===== config.mk =====
export PLATFORM = sky130hd
export DESIGN_NAME = pp_interleave_buffer_flat
export DESIGN_NICKNAME = d
export VERILOG_FILES = /design/src/rtl/pp_interleave_buffer_if.sv /design/src/rtl/pp_interleave_buffer.sv /design/src/flat_wrapper.sv
export SDC_FILE = /design/constraint.sdc
export NUM_CORES = 1
export LEC_CHECK = 0
export ABC_AREA = 1
export ABC_CLOCK_PERIOD_IN_PS = 4300
export CELL_PAD_IN_SITES_DETAIL_PLACEMENT = 0
export CELL_PAD_IN_SITES_GLOBAL_PLACEMENT = 1
export CORE_MARGIN = 2
export CORE_UTILIZATION = 51
export CTS_CLUSTER_DIAMETER = 150
export DETAILED_ROUTE_END_ITERATION = 16
export HOLD_SLACK_MARGIN = 0.06
export PLACE_DENSITY_LB_ADDON = 0.15
export REMOVE_ABC_BUFFERS = 1
export SYNTH_ARGS = -nofsm -noshare
export SYNTH_HDL_FRONTEND = slang
export SYNTH_SLANG_ARGS = --single-unit

===== constraint.sdc =====
create_clock -name clk -period 4.3 [get_ports clk]
set_input_delay 0.43 -clock clk [delete_from_list [all_inputs] [get_ports clk]]
set_output_delay 0.43 -clock clk [all_outputs]
set_load 0.05 [all_outputs]

===== src/rtl/pp_interleave_buffer_if.sv =====
// Write/read handshake bundle for pp_interleave_buffer: permuted-address write
// side and natural-order read side with backpressure.
`timescale 1ns/1ps
interface pp_interleave_buffer_if #(
  parameter int DATA_W = 1,
  parameter int DEPTH  = 384,
  parameter int ADDR_W = $clog2(DEPTH)
);
  logic [ADDR_W:0]   blk_len;
  logic              in_valid;
  logic              in_ready;
  logic [DATA_W-1:0] in_data;
  logic [ADDR_W-1:0] wr_addr;
  logic              out_valid;
  logic              out_ready;
  logic [DATA_W-1:0] out_data;
  logic              out_last;

  modport master (
    output blk_len, in_valid, in_data, wr_addr, out_ready,
    input  in_ready, out_valid, out_data, out_last
  );

  modport slave (
    input  blk_len, in_valid, in_data, wr_addr, out_ready,
    output in_ready, out_valid, out_data, out_last
  );
endinterface


===== src/rtl/pp_interleave_buffer.sv =====
// Two-bank ping-pong buffer for the WiMAX (de)interleaver: permuted writes, natural-order
// reads with last marker. Define PPBUF_ERR_EN to add the sticky err_flags port.
`timescale 1ns/1ps
module pp_interleave_buffer #(
  parameter int DATA_W = 1,
  parameter int DEPTH  = 384,
  parameter int ADDR_W = $clog2(DEPTH)
) (
  input  logic                  clk,
  input  logic                  resetN,
  pp_interleave_buffer_if.slave bus
`ifdef PPBUF_ERR_EN
  ,
  output logic [1:0]            err_flags
`endif
);

  typedef enum logic [1:0] {EMPTY, FILLING, FULL} bank_state_e;

  localparam logic [ADDR_W:0]   DEPTH_L = (ADDR_W+1)'(DEPTH);
  localparam logic [ADDR_W:0]   ONE_L   = (ADDR_W+1)'(1);
  localparam logic [ADDR_W-1:0] ONE_A   = ADDR_W'(1);

  bank_state_e       state [2];
  logic [ADDR_W:0]   len   [2];
  logic              wb;
  logic              rb;
  logic [ADDR_W-1:0] wcnt;
  logic [ADDR_W-1:0] rcnt;
  logic [DATA_W-1:0] mem [2][DEPTH];

  logic [ADDR_W:0] blk_len_eff;
  logic [ADDR_W:0] wr_len;
  logic [ADDR_W:0] rd_len;
  logic            wr_acc;
  logic            wr_last;
  logic            wr_in_range;
  logic            rd_issue;
  logic            rd_last;

  // An empty bank takes its length from the incoming word; otherwise the latched one.
  always_comb begin
    blk_len_eff = (bus.blk_len == '0 || bus.blk_len > DEPTH_L) ? DEPTH_L : bus.blk_len;
    wr_len      = (state[wb] == EMPTY) ? blk_len_eff : len[wb];
    rd_len      = len[rb];
  end

  assign bus.in_ready = (state[wb] != FULL);
  assign wr_acc       = bus.in_valid && bus.in_ready;
  assign wr_last      = ({1'b0, wcnt} == wr_len - ONE_L);
  assign wr_in_range  = ({1'b0, bus.wr_addr} < wr_len);
  assign rd_issue     = (state[rb] == FULL) && (!bus.out_valid || bus.out_ready);
  assign rd_last      = ({1'b0, rcnt} == rd_len - ONE_L);

  // NOTE: sequential state uses non-blocking assignments so every read sees pre-edge values.
  always_ff @(posedge clk or negedge resetN) begin
    if (!resetN) begin
      state[0]      <= EMPTY;
      state[1]      <= EMPTY;
      len[0]        <= '0;
      len[1]        <= '0;
      wb            <= 1'b0;
      rb            <= 1'b0;
      wcnt          <= '0;
      rcnt          <= '0;
      bus.out_valid <= 1'b0;
      bus.out_last  <= 1'b0;
      bus.out_data  <= '0;
    end else begin
      // Write and read never target the same bank: one needs !FULL, the other FULL.
      if (wr_acc) begin
        if (state[wb] == EMPTY) len[wb] <= blk_len_eff;
        if (wr_last) begin
          state[wb] <= FULL;
          wb        <= ~wb;
          wcnt      <= '0;
        end else begin
          state[wb] <= FILLING;
          wcnt      <= wcnt + ONE_A;
        end
      end

      if (rd_issue) begin
        bus.out_data  <= mem[rb][rcnt];
        bus.out_valid <= 1'b1;
        bus.out_last  <= rd_last;
        if (rd_last) begin
          state[rb] <= EMPTY;
          rb        <= ~rb;
          rcnt      <= '0;
        end else begin
          rcnt <= rcnt + ONE_A;
        end
      end else if (bus.out_ready) begin
        bus.out_valid <= 1'b0;
        bus.out_last  <= 1'b0;
      end
    end
  end

  // NOTE: the sample storage is deliberately not reset; partial blocks are discarded by the pointers.
  always_ff @(posedge clk) begin
    if (wr_acc && wr_in_range) mem[wb][bus.wr_addr] <= bus.in_data;
  end

`ifdef PPBUF_ERR_EN
  always_ff @(posedge clk or negedge resetN) begin
    if (!resetN) begin
      err_flags <= '0;
    end else begin
      if (bus.in_valid && !bus.in_ready) err_flags[0] <= 1'b1;
      if (wr_acc && !wr_in_range)        err_flags[1] <= 1'b1;
    end
  end
`endif

endmodule


===== src/flat_wrapper.sv =====
// flat-port wrapper written by rule: the top's interface ports become plain ports
module pp_interleave_buffer_flat 
#(
  parameter int DATA_W = 1,
  parameter int DEPTH  = 384,
  parameter int ADDR_W = $clog2(DEPTH)
)
  (clk, resetN, bus_blk_len, bus_in_valid, bus_in_data, bus_wr_addr, bus_out_ready, bus_in_ready, bus_out_valid, bus_out_data, bus_out_last);
  pp_interleave_buffer_if #(.DATA_W(DATA_W), .DEPTH(DEPTH), .ADDR_W(ADDR_W)) bus_i ();
  input  logic clk;
  input  logic resetN;
  input wire logic [$bits(bus_i.blk_len)-1:0] bus_blk_len;
  input wire logic [$bits(bus_i.in_valid)-1:0] bus_in_valid;
  input wire logic [$bits(bus_i.in_data)-1:0] bus_in_data;
  input wire logic [$bits(bus_i.wr_addr)-1:0] bus_wr_addr;
  input wire logic [$bits(bus_i.out_ready)-1:0] bus_out_ready;
  output wire logic [$bits(bus_i.in_ready)-1:0] bus_in_ready;
  output wire logic [$bits(bus_i.out_valid)-1:0] bus_out_valid;
  output wire logic [$bits(bus_i.out_data)-1:0] bus_out_data;
  output wire logic [$bits(bus_i.out_last)-1:0] bus_out_last;
  assign bus_i.blk_len = bus_blk_len;
  assign bus_i.in_valid = bus_in_valid;
  assign bus_i.in_data = bus_in_data;
  assign bus_i.wr_addr = bus_wr_addr;
  assign bus_i.out_ready = bus_out_ready;
  assign bus_in_ready = bus_i.in_ready;
  assign bus_out_valid = bus_i.out_valid;
  assign bus_out_data = bus_i.out_data;
  assign bus_out_last = bus_i.out_last;
  pp_interleave_buffer #(.DATA_W(DATA_W), .DEPTH(DEPTH), .ADDR_W(ADDR_W)) u_core (.clk(clk), .resetN(resetN), .bus(bus_i));
endmodule

==> flow_summary.json <==
{
  "floorplan.rows": 102,
  "critical_path_class": "register to register",
  "setup_violations": 0,
  "dr_total_vias": 30000,
  "outcome": "completed",
  "timing.final.hold_violations": 0,
  "postRouteWirelength_mm": 112,
  "dominantRegCellSynth": "sky130_fd_sc_hd__edfxtp_1",
  "resized_gates_after_cts": 0,
  "fp.coreArea_mm2": 0.0773,
  "static-leakage-power_nw": 13.7,
  "critical_path_peak_fanout": 38,
  "via_count_of_the_first_global_routing_pass": 29400,
  "placed_cell_area_mm2": 0.0413,
  "synthMostInstantiatedCell": "sky130_fd_sc_hd__edfxtp_1",
  "pre_antenna_drt_iters": 6,
  "power.density_cell_area_mw_per_mm2": 429,
  "die_height_um": 283,
  "synth_area_leaders": "sky130_fd_sc_hd__edfxtp_1, sky130_fd_sc_hd__nor3_1, sky130_fd_sc_hd__nor3_2, sky130_fd_sc_hd__o21ai_0, sky130_fd_sc_hd__nor2_1",
  "timing.final.crit_period_ns": 3.94,
  "cts_max_path_buffers": 3,
  "postSynthRegisterBits": 815,
  "postSynthCellCount": 3896,
  "unrepaired_setup_endpoints_after_global_routing": "false",
  "cts_inserted_buffers": 89,
  "finalNonFillerCells": 4853,
  "final_cell_area_mm2": 0.0442,
  "ios": 28,
  "cts.sink_count": 815,
  "post-route-drc-count": 0,
  "number_of_routed_nets_with_antenna_violations": 0,
  "post-dp-hpwl_mm": 58.9,
  "clk-insertion-delay-late_ns": 0.65,
  "post-route-period-util_pct": 91.6,
  "slew_headroom_pct": 15.6,
  "pre_cts_slack_ns": 0.0278,
  "report.final.slew_viol_count": 0,
  "crit_chain": "clkinv_16 > nand2_1 > nand2_2 > a21oi_4 > buf_4 > or2_2 > nand2_1 > ha_1 > inv_1 > nor3_1 > a211oi_1 > nor2_1 > a221oi_1 > nand2_1 > nor2_4 > buf_12 > nand4_1 > buf_12 > nor3_1",
  "hp-class": "input port to register",
  "max-cap-violations": 0,
  "route.detailed.wl_per_inst_um": 23.0,
  "slowest_delay_ns": 0.56,
  "htree_levels": 3,
  "global_route.usage.met2_pct": 45.7,
  "crit_path_end_kind": "register",
  "grt.busiest_layer": "met2",
  "grt_remaining_overflow": 0,
  "die_area_mm2": 0.0803,
  "syn_avg_cell_area_um2": 10.2,
  "synth_seq_area_share_pct": 60.9,
  "place_inst": 4683,
  "num_antenna_cells": 0,
  "grt_first_pass_wirelength_mm": 173,
  "timing.critical_path.from_type": "register",
  "use_met3_pct": 3.05,
  "clk_transition_reported_paths_ns": 0.06,
  "post_synthesis_cell_area_mm2": 0.0398,
  "yosys-top-cells-count": "sky130_fd_sc_hd__edfxtp_1, sky130_fd_sc_hd__nor3_1, sky130_fd_sc_hd__nor2_1",
  "critical_path_required_ns": 4.62,
  "grt.total_usage_pct": 27.5,
  "timing.critical_path.arrival_ns": 4.26,
  "grt_antenna_before_repair": 0,
  "floorplan.initialDensity_pct": 51.5,
  "final_ws_setup_ns": 0.361,
  "synth_top_area_share_pct": 57.9,
  "fraction_of_final_layout_cells_with_drive_strength_greater_than_1_pct": 13.3,
  "detailedRoute.firstIterationViolations": 2893,
  "ys.warnings.count": 0,
  "die-width_um": 283,
  "detail_route.vias_per_cell": 6.19,
  "area_delta_synth_final_pct": 11.0,
  "gr-usage-met1_pct": 38.0,
  "clockRootBuffer": "sky130_fd_sc_hd__clkbuf_16",
  "synth.largest_area_cell": "sky130_fd_sc_hd__edfxtp_1",
  "worst_clock_skew_ns": 0.0253,
  "port_buffers": 27,
  "timing.critical_path.slowest_stage_cell": "sky130_fd_sc_hd__dfrtp_4",
  "cts_tree": "yes",
  "finalNetCount": 3774,
  "vdd.ir_drop.worst_mv": 0.334,
  "ys_types": 43,
  "gpl.final_weighted_congestion": 0.817,
  "synth_edf_count": 768,
  "most_common_cell_type_on_the_critical_path": "sky130_fd_sc_hd__nand2_1",
  "timing.fmax_mhz": 254,
  "ys_async_sr_fraction_pct": 5.77,
  "worst_slew_pin_slew_ns": 1.26,
  "layout.filler_cells": 6715,
  "grt_start_max_net_pins": 176
}
## placed cells by master, fill, tap and decap left out, types with 14 or more instances in the layout
| cell type | instances |
|---|---|
| sky130_fd_sc_hd__nor3_2 | 203 |
| sky130_fd_sc_hd__nor2_1 | 462 |
| sky130_fd_sc_hd__edfxtp_1 | 768 |
| sky130_fd_sc_hd__buf_4 | 96 |
| sky130_fd_sc_hd__clkinv_1 | 21 |
| sky130_fd_sc_hd__clkbuf_1 | 23 |
| sky130_fd_sc_hd__clkbuf_16 | 92 |
| sky130_fd_sc_hd__inv_1 | 81 |
| sky130_fd_sc_hd__clkdlybuf4s50_1 | 24 |
| sky130_fd_sc_hd__nand2_1 | 373 |
| sky130_fd_sc_hd__nor3_1 | 584 |
| sky130_fd_sc_hd__o21ai_0 | 386 |
| sky130_fd_sc_hd__nand4_1 | 14 |
| sky130_fd_sc_hd__nand3_1 | 215 |
| sky130_fd_sc_hd__buf_12 | 44 |
| sky130_fd_sc_hd__o21ai_1 | 35 |
| sky130_fd_sc_hd__xor2_1 | 21 |
| sky130_fd_sc_hd__o22ai_1 | 192 |
| sky130_fd_sc_hd__dfrtp_1 | 42 |
| sky130_fd_sc_hd__a21oi_1 | 29 |
## state kept, by name, indices dropped and copies added (netlist names)
name	cells
u_core.bus.out_data	1
u_core.bus.out_last	1
u_core.bus.out_valid	1
u_core.len	20
u_core.mem	768
u_core.rb	1
u_core.rcnt	9
u_core.state	4
u_core.wb	1
u_core.wcnt	9
## routing by layer
layer	vias to the layer above	part of all wire, %
li1	13700	-
met1	15000	42
met2	1101	48
met3	192	6.6
met4	0	2.8
met5	-	0
## critical path: cells and delay by family, from the launching register on
| family | cells | cell delay [ns] |
|---|---|---|
| and+or+nand+nor | 10 | 1.25 |
| adders and majority gates | 1 | 0.28 |
| buffers and inverters | 5 | 0.84 |
| DFF | 1 | 0.56 |
| AOI/OAI and AO/OA | 3 | 0.65 |
## cells by family after synthesis
| group | count (synthesis) | synth area share (%) |
|---|---|---|
| AND/OR/NAND/NOR | 1889 | 24.0 |
| flip-flops | 815 | 60.9 |
| AO/OA/AOI/OAI | 649 | 8.83 |
| buffers and inverters | 505 | 5.36 |
| XOR/XNOR | 26 | 0.606 |
| adder cells (fa/ha/maj) | 12 | 0.377 |
## final timing paths
check | start | endpoint | slack [ns] | cells after the start
min in group asynchronous | resetN | u_core.bus.out_valid$_DFFE_PN0P_ | 0.45 | 3
worst max register to register | u_core.wb$_DFFE_PN0P_ | u_core.mem[1][356]$_DFFE_PP_ | 0.36 | 19
worst min register to register | u_core.state[0]$_DFF_PN0_ | u_core.state[0]$_DFF_PN0_ | 0.51 | 2
worst min-delay path | bus_in_data | u_core.mem[0][134]$_DFFE_PP_ | 0.37 | 1
worst max-delay path | u_core.wb$_DFFE_PN0P_ | u_core.mem[1][356]$_DFFE_PP_ | 0.36 | 19
max in group asynchronous | resetN | u_core.rcnt[0]$_DFFE_PN0P_ | 3.36 | 3
## cell type report
cell class | instances | area [um^2] | share of cell area [%]
Sequential cell | 815 | 24300 | 54.9
Multi-Input combinational cell | 2576 | 13500 | 30.6
Clock buffer | 116 | 2400 | 5.43
Timing Repair Buffer | 167 | 1870 | 4.23
Tap cell | 1040 | 1300 | 2.94
Clock inverter | 50 | 475 | 1.08
Inverter | 89 | 378 | 0.855
## report_power, final
group / internal (W) / total (W) / switching (W) / leakage [nW]
sequential: 0.00876 / 0.00885 / 0.0000829 / 7.45
clock: 0.00438 / 0.00757 / 0.00319 / 1.39
combinational: 0.000583 / 0.00257 / 0.00199 / 4.88
## through the flow
step	power [W]	hold WS, ns	util, %	TNS (ns)
after CTS	0.0191	0.381	57.1	0
after floorplan	0.0104	0.134	-	-9460.31
after detailed placement	0.0116	0.499	53.4	0
after global routing	0.0197	0.416	57.2	0
after global placement	0.0115	0.491	53.4	0
final	0.0190	0.369	57.2	0
## timing repair
item | CTS | global route
hold buffers | 1 | 0
hold endpoints to repair | 47 | 0
buffers inserted | 0 | 3
setup endpoints to repair | 0 | 263
Power figures use the tool's default switching activity.
